===== config.mk =====
export PLATFORM = sky130hd
export DESIGN_NAME = cache_arbiter
export DESIGN_NICKNAME = d
export VERILOG_FILES = /design/src/rtl/rv32i_types.sv /design/src/rtl/cache_arbiter.sv
export SDC_FILE = /design/constraint.sdc
export NUM_CORES = 1
export LEC_CHECK = 0
export ABC_CLOCK_PERIOD_IN_PS = 3080
export BUFFER_PORTS_ARGS = -buffer_cell sky130_fd_sc_hd__buf_2
export CORE_AREA = 2 2 544 546
export CTS_CLUSTER_SIZE = 8
export DETAILED_ROUTE_END_ITERATION = 12
export DIE_AREA = 0 0 546 548
export HOLD_SLACK_MARGIN = 0.15
export SETUP_SLACK_MARGIN = 0.1
export SLEW_MARGIN = 10
export SYNTH_ARGS = -nofsm -noshare
export SYNTH_HDL_FRONTEND = slang
export SYNTH_SLANG_ARGS = --single-unit

===== constraint.sdc =====
create_clock -name clk -period 3.08 [get_ports clk]
set_input_delay 0.308 -clock clk [delete_from_list [all_inputs] [get_ports clk]]
set_output_delay 0.308 -clock clk [all_outputs]
set_load 0.05 [all_outputs]

===== src/rtl/rv32i_types.sv =====
// rv32i_types: shared control types for the rv32i core, including the cache arbiter FSM state and grant encoding
package rv32i_types;

  typedef enum logic [1:0] {
    IDLE,
    SERVE_I,
    SERVE_D,
    RESP
  } arb_state_t;

  typedef enum logic {
    GRANT_I,
    GRANT_D
  } grant_t;

endpackage


===== src/rtl/cache_arbiter.sv =====
// cache_arbiter: round-robin arbiter sharing one physical memory port between icache fills and dcache fills/writebacks
// Ports:
//   clk, rst_n                        clock, async active-low reset
//   i_read/i_address -> i_rdata/i_resp          icache line-fill request and response
//   d_read/d_write/d_address/d_wdata -> d_rdata/d_resp  dcache fill/writeback request and response
//   pmem_read/pmem_write/pmem_address/pmem_wdata <- pmem_rdata/pmem_resp  physical memory port
module cache_arbiter
  import rv32i_types::*;
#(
  parameter int ADDR_W = 32,
  parameter int LINE_W = 256
) (
  input  logic              clk,
  input  logic              rst_n,
  input  logic              i_read,
  input  logic [ADDR_W-1:0] i_address,
  output logic [LINE_W-1:0] i_rdata,
  output logic              i_resp,
  input  logic              d_read,
  input  logic              d_write,
  input  logic [ADDR_W-1:0] d_address,
  input  logic [LINE_W-1:0] d_wdata,
  output logic [LINE_W-1:0] d_rdata,
  output logic              d_resp,
  output logic              pmem_read,
  output logic              pmem_write,
  output logic [ADDR_W-1:0] pmem_address,
  output logic [LINE_W-1:0] pmem_wdata,
  input  logic [LINE_W-1:0] pmem_rdata,
  input  logic              pmem_resp
);

  arb_state_t        state, state_n;
  grant_t            last_grant;
  logic              op_w;
  logic [ADDR_W-1:0] addr_q;
  logic [LINE_W-1:0] wdata_q, line_q;
  logic              d_req, pick_i, serving;

  assign d_req   = d_read | d_write;
  // icache wins unless the dcache is also asking and the icache was served last
  assign pick_i  = i_read & (~d_req | (last_grant == GRANT_D));
  assign serving = (state == SERVE_I) || (state == SERVE_D);

  always_comb begin
    state_n = state == IDLE ? (pick_i ? SERVE_I : d_req ? SERVE_D : IDLE)
            : state == RESP ? IDLE
            : pmem_resp     ? RESP : state;
  end

  always_ff @(posedge clk or negedge rst_n) begin
    if (!rst_n) state <= IDLE;
    else        state <= state_n;
  end

  // last_grant is updated on pmem_resp, so in RESP it names the requester just served
  always_comb begin
    pmem_read  = serving & ~op_w;
    pmem_write = serving & op_w;
    i_resp     = (state == RESP) && (last_grant == GRANT_I);
    d_resp     = (state == RESP) && (last_grant == GRANT_D);
  end

  assign pmem_address = addr_q;
  assign pmem_wdata   = wdata_q;
  assign i_rdata      = line_q;
  assign d_rdata      = line_q;

  always_ff @(posedge clk or negedge rst_n) begin
    if (!rst_n) begin
      last_grant <= GRANT_D;
      op_w       <= 1'b0;
      addr_q     <= '0;
      wdata_q    <= '0;
      line_q     <= '0;
    end else if (state == IDLE) begin
      if (pick_i) begin
        addr_q <= i_address;
        op_w   <= 1'b0;
      end else if (d_req) begin
        addr_q  <= d_address;
        wdata_q <= d_wdata;
        op_w    <= d_write;
      end
    end else if (serving && pmem_resp) begin
      line_q     <= pmem_rdata;
      last_grant <= state == SERVE_I ? GRANT_I : GRANT_D;
    end
  end

endmodule


Word-level counts from Yosys, hierarchy flattened
Cells that the tools add are included.
Storage, ports and cells
  bits in registers: 548
  bits of input ports: 582
  output and inout port bits: 804
Cells by class
  equal/unequal tests: 3
  multiplexer cells: 10
  bitwise operators: 10
  reduce and logical (&&, ||, !) cells: 10
Operators by type and width (number)
  32-bit two-way mux: 2
  2-bit two-way mux: 5
  1-bit inverter: 5
  2-bit equality test (second input constant): 2
  2-bit AND reduction: 2
  1-bit bitwise AND: 3
  1-bit logical AND: 3
  1-bit two-way mux: 3
  3-bit AND reduction: 1
  3-bit nonzero test: 1
  2-bit by 1-bit equality test with 1-bit output (second input constant): 1
  2-bit zero test: 1
  1-bit bitwise OR: 2
  2-bit nonzero test: 1
  1-bit logical OR: 1

Depth between registers and ports, before layout
  word-level depth: 6
  mapped depth: 8

Worst setup path after synthesis
Ideal clock, no wire load.
  kind: flip-flop to output port
  start point: reg state[0]
  end point: out pmem_read
  arrival: 1477 ps
  data required time: 2772 ps
  setup slack: 1295 ps
  cell stages (with the launch flop): 4
  path buffers: 0
  cell sequence: dfrtp_1 -> inv_1 -> ha_1 -> nor2b_1
Between the ends
  longest elaborated chain between the ends: 3
Ends and longest elaborated chain
  start: declaration: RTL line cache_arbiter.sv:33  | arb_state_t state, state_n;
  start signal: assignment: RTL line cache_arbiter.sv:53  | else state <= state_n;
  2-bit by 1-bit equality test with 1-bit output / 2-bit equality test (equally long branches): RTL line cache_arbiter.sv:43  | assign serving = (state == SERVE_I) || (state == SERVE_D);
  1-bit logical OR (*): RTL line cache_arbiter.sv:43
  1-bit bitwise AND (*): RTL line cache_arbiter.sv:58  | pmem_read = serving & ~op_w;
  end: declaration: RTL line cache_arbiter.sv:25  | output logic pmem_read,
Mark *: on every way between the ends. The rest lies on a longest branch, timed or not.

Worst setup path in the final report
  start point: reg last_grant
  end point: reg addr_q[10], in the netlist pmem_address[10]
Between the ends
  longest elaborated chain between the ends: 4
Ends and longest elaborated chain
  start: declaration: RTL line cache_arbiter.sv:34  | grant_t last_grant;
  start signal: assignment: RTL line cache_arbiter.sv:87  | last_grant <= state == SERVE_I ? GRANT_I : GRANT_D;
  1-bit bitwise OR (*): RTL line cache_arbiter.sv:42  | assign pick_i = i_read & (~d_req | (last_grant == GRANT_D));
  1-bit bitwise AND (*): RTL line cache_arbiter.sv:42
  2-bit nonzero test (no source line)
  2-bit AND reduction (no source line)
  end signal: assignment: RTL line cache_arbiter.sv:78  | addr_q <= i_address;
  end signal: assignment: RTL line cache_arbiter.sv:81  | addr_q <= d_address;
  end: declaration: RTL line cache_arbiter.sv:36  | logic [ADDR_W-1:0] addr_q;
Marked as above.
A chain may end at the register's enable or synchronous reset.

==> results.toml <==
[worst_setup_path]
crit_buf_inv = 3
cp_top_family = "buffers and inverters"
cp-start-kind = "register"
max_stage_delay_ns = 0.59
arrival_ns = 3.43
crit_path_max_fanout = 27
crit_required_ns = 3.77
crit_top_cell = "dlygate4sd3_1"
endpoint_kind = "register"
critical_path.slowest_cell = "dlygate4sd3_1"
critPathKind = "register to register"
cp_cell_sequence = "o21bai_4 > buf_4 > nand3_1 > dlygate4sd3_1 > a31oi_1 > dlygate4sd3_1"

[sta]
period_needed_ns = 2.740
setup_viol = 0
tns_ns = 0
max-slew-margin-rel_pct = 49.67
tightestPinTransition_ns = 0.7549
final_max_slew_viol_count = 0
hold_viol = 0
final.setup_skew_ns = 0.05789
setup_ws_ns = 0.3398
fin_crit_sh_pct = 88.97
clock.fmax_ghz = 0.3649
rsz0062_at_grt = "no"

[clocking]
path_clk_slew_ns = 0.05
clock_latency_ns = 0.81
cts_setup_buffers = 0
numCtsBuffers = 92
cts_tree = "yes"
cts_resized = 0
h-tree-depth = 3
cts_sinks = 548
cts_root_buf = "clkbuf_16"
clk_path_buf_depth = 4

[placement]
dp_hpwl_mm = 185.8
place_congestion = 1.006
detailedPlace.worstSlack_ns = 0.6063
portBuffers = 1385

[global_route]
antenna_found_initial = 133
grt_start_max_net_pins = 76
overflow = 0
grt_pass1_vias = 22820
track_usage_pct = 13.86
grt_first_pass_wirelength_mm = 264.4

[finish]
drive_gt1_share_pct = 61.15
layout_commonest_cell = "buf_2"
post-route-util_pct = 14.42
final_cell_mix = "buf_2, dlygate4sd3_1, dfrtp_1"
final_nets = 3923
syn_to_final_growth_pct = 78.39

[detailed_routing]
avgRoutedWirePerCell_um = 29.31
drcViolationCount = 0
num_vias = 21360
viasPerCell = 2.915
drt_first_pass_iters = 5
ant_nets = 0
wl_mm = 214.8
drt_iter0_drc = 1526

[synthesis]
synth-seq-cells = 548
ys_types = 28
yosysWarningCount = 0
postSynthAreaPerCell_um2 = 15.30
synthArstFlopShare_pct = 100.0
ys_seq_area_share_pct = 57.90
ys.flop_type = "dfrtp_1"
syn_nets = 2133
syn_area_um2 = 23690
syn_inst = 1548
synth-edff-count = 0

[flow_run]
maxCapViolations = 0

[floorplan]
initial_core_util_pct = 8.082
coreArea_um2 = 293100
die_width_um = 546
fp-row-count = 199
ios = 1386
die_h_um = 548
design.die.area_um2 = 299200

[min_path]
hold_class = "primary input to register"

[outcome]
status = "finished, final reports clean"
area by class of cell:
cell class	instances	area, um^2
fillers	32680	250800
flip-flops and latches	548	13710
repair buffers	2029	13540
multi-input cells	663	7356
well taps	3919	4903
clock buffers	103	2425
clock inverters	20	195.2
diodes	43	107.6
inverters	4	15.01
per-stage QoR:
| stage | cell area [um^2] | cells | hold WS [ns] |
|---|---|---|---|
| floorplan | 23690 | 1548 | 0.01241 |
| global placement | 33630 | 6576 | 0.3332 |
| detailed placement | 33630 | 6576 | 0.3409 |
| CTS | 42150 | 7286 | 0.1675 |
| global route | 42210 | 7313 | 0.2157 |
| finish | 42250 | 7329 | 0.2254 |
synth_stat cells, types with 2 or more instances:
| cell | instances | area, um^2 |
|---|---|---|
| buf_2 | 16 | 80.08 |
| nor2_1 | 35 | 131.4 |
| mux2_2 | 290 | 3266 |
| a31oi_1 | 32 | 200.2 |
| ha_1 | 3 | 37.54 |
| mux2_1 | 22 | 247.7 |
| buf_4 | 256 | 1922 |
| o21ai_0 | 33 | 165.2 |
| inv_1 | 4 | 15.01 |
| clkbuf_1 | 10 | 37.54 |
| nor2b_1 | 2 | 12.51 |
| nand3_1 | 32 | 160.2 |
| buf_6 | 51 | 574.3 |
| dfrtp_1 | 547 | 13690 |
| and2_1 | 2 | 12.51 |
| mux2_4 | 200 | 3003 |
| nand2_1 | 2 | 7.510 |
state kept, by name, indices dropped and copies added (netlist names):
signal	count
d_rdata	256
state	2
last_grant	1
pmem_address	32
pmem_wdata	256
op_w	1
per-layer routing:
metal / GRT usage [%] / routed length (um)
met1: 16.01 / 84890
met5: 0.3640 / 302
met3: 8.148 / 29770
met4: 6.069 / 11200
met2: 20.47 / 88690
repair_timing:
item                                   in CTS  in global routing
endpoints found under the hold margin    1002                  0
hold buffers                              587                  0
setup endpoints to repair                   0                  0
kinds of logic (layout without fill, tap and decap cells):
logic type                 after synthesis  count (layout)  synth area share [%]
DFF                                    548             548                 57.90
muxes                                  512             512                 27.51
buffers and inverters                  337            2156                 11.10
and+or+nand+nor                         76              76                 1.500
AOI/OAI and AO/OA                       72              72                 1.833
adders and majority gates                3               3                0.1585
other                                    0              43                     0
worst paths after layout:
kind | endpoint | depth (start not counted) | slack (ns) | startpoint
max in group asynchronous | d_rdata[217] | 4 | 2.14 | rst_n
min in group asynchronous | d_rdata[69] | 3 | 0.32 | rst_n
max | pmem_address[10] | 6 | 0.34 | last_grant
max reg2reg | pmem_address[10] | 6 | 0.34 | last_grant
min reg2reg | pmem_wdata[197] | 1 | 0.49 | pmem_wdata[197]
min | pmem_wdata[1] | 3 | 0.23 | d_read
worst min-delay path: stages:
cell	delay (ns)
buf_2	0.18
o211ai_4	0.21
mux2_2	0.28
Power is left out: the tool's default activity adds up to more than one toggle a clock period on the data nets, which glitch-free logic cannot reach.
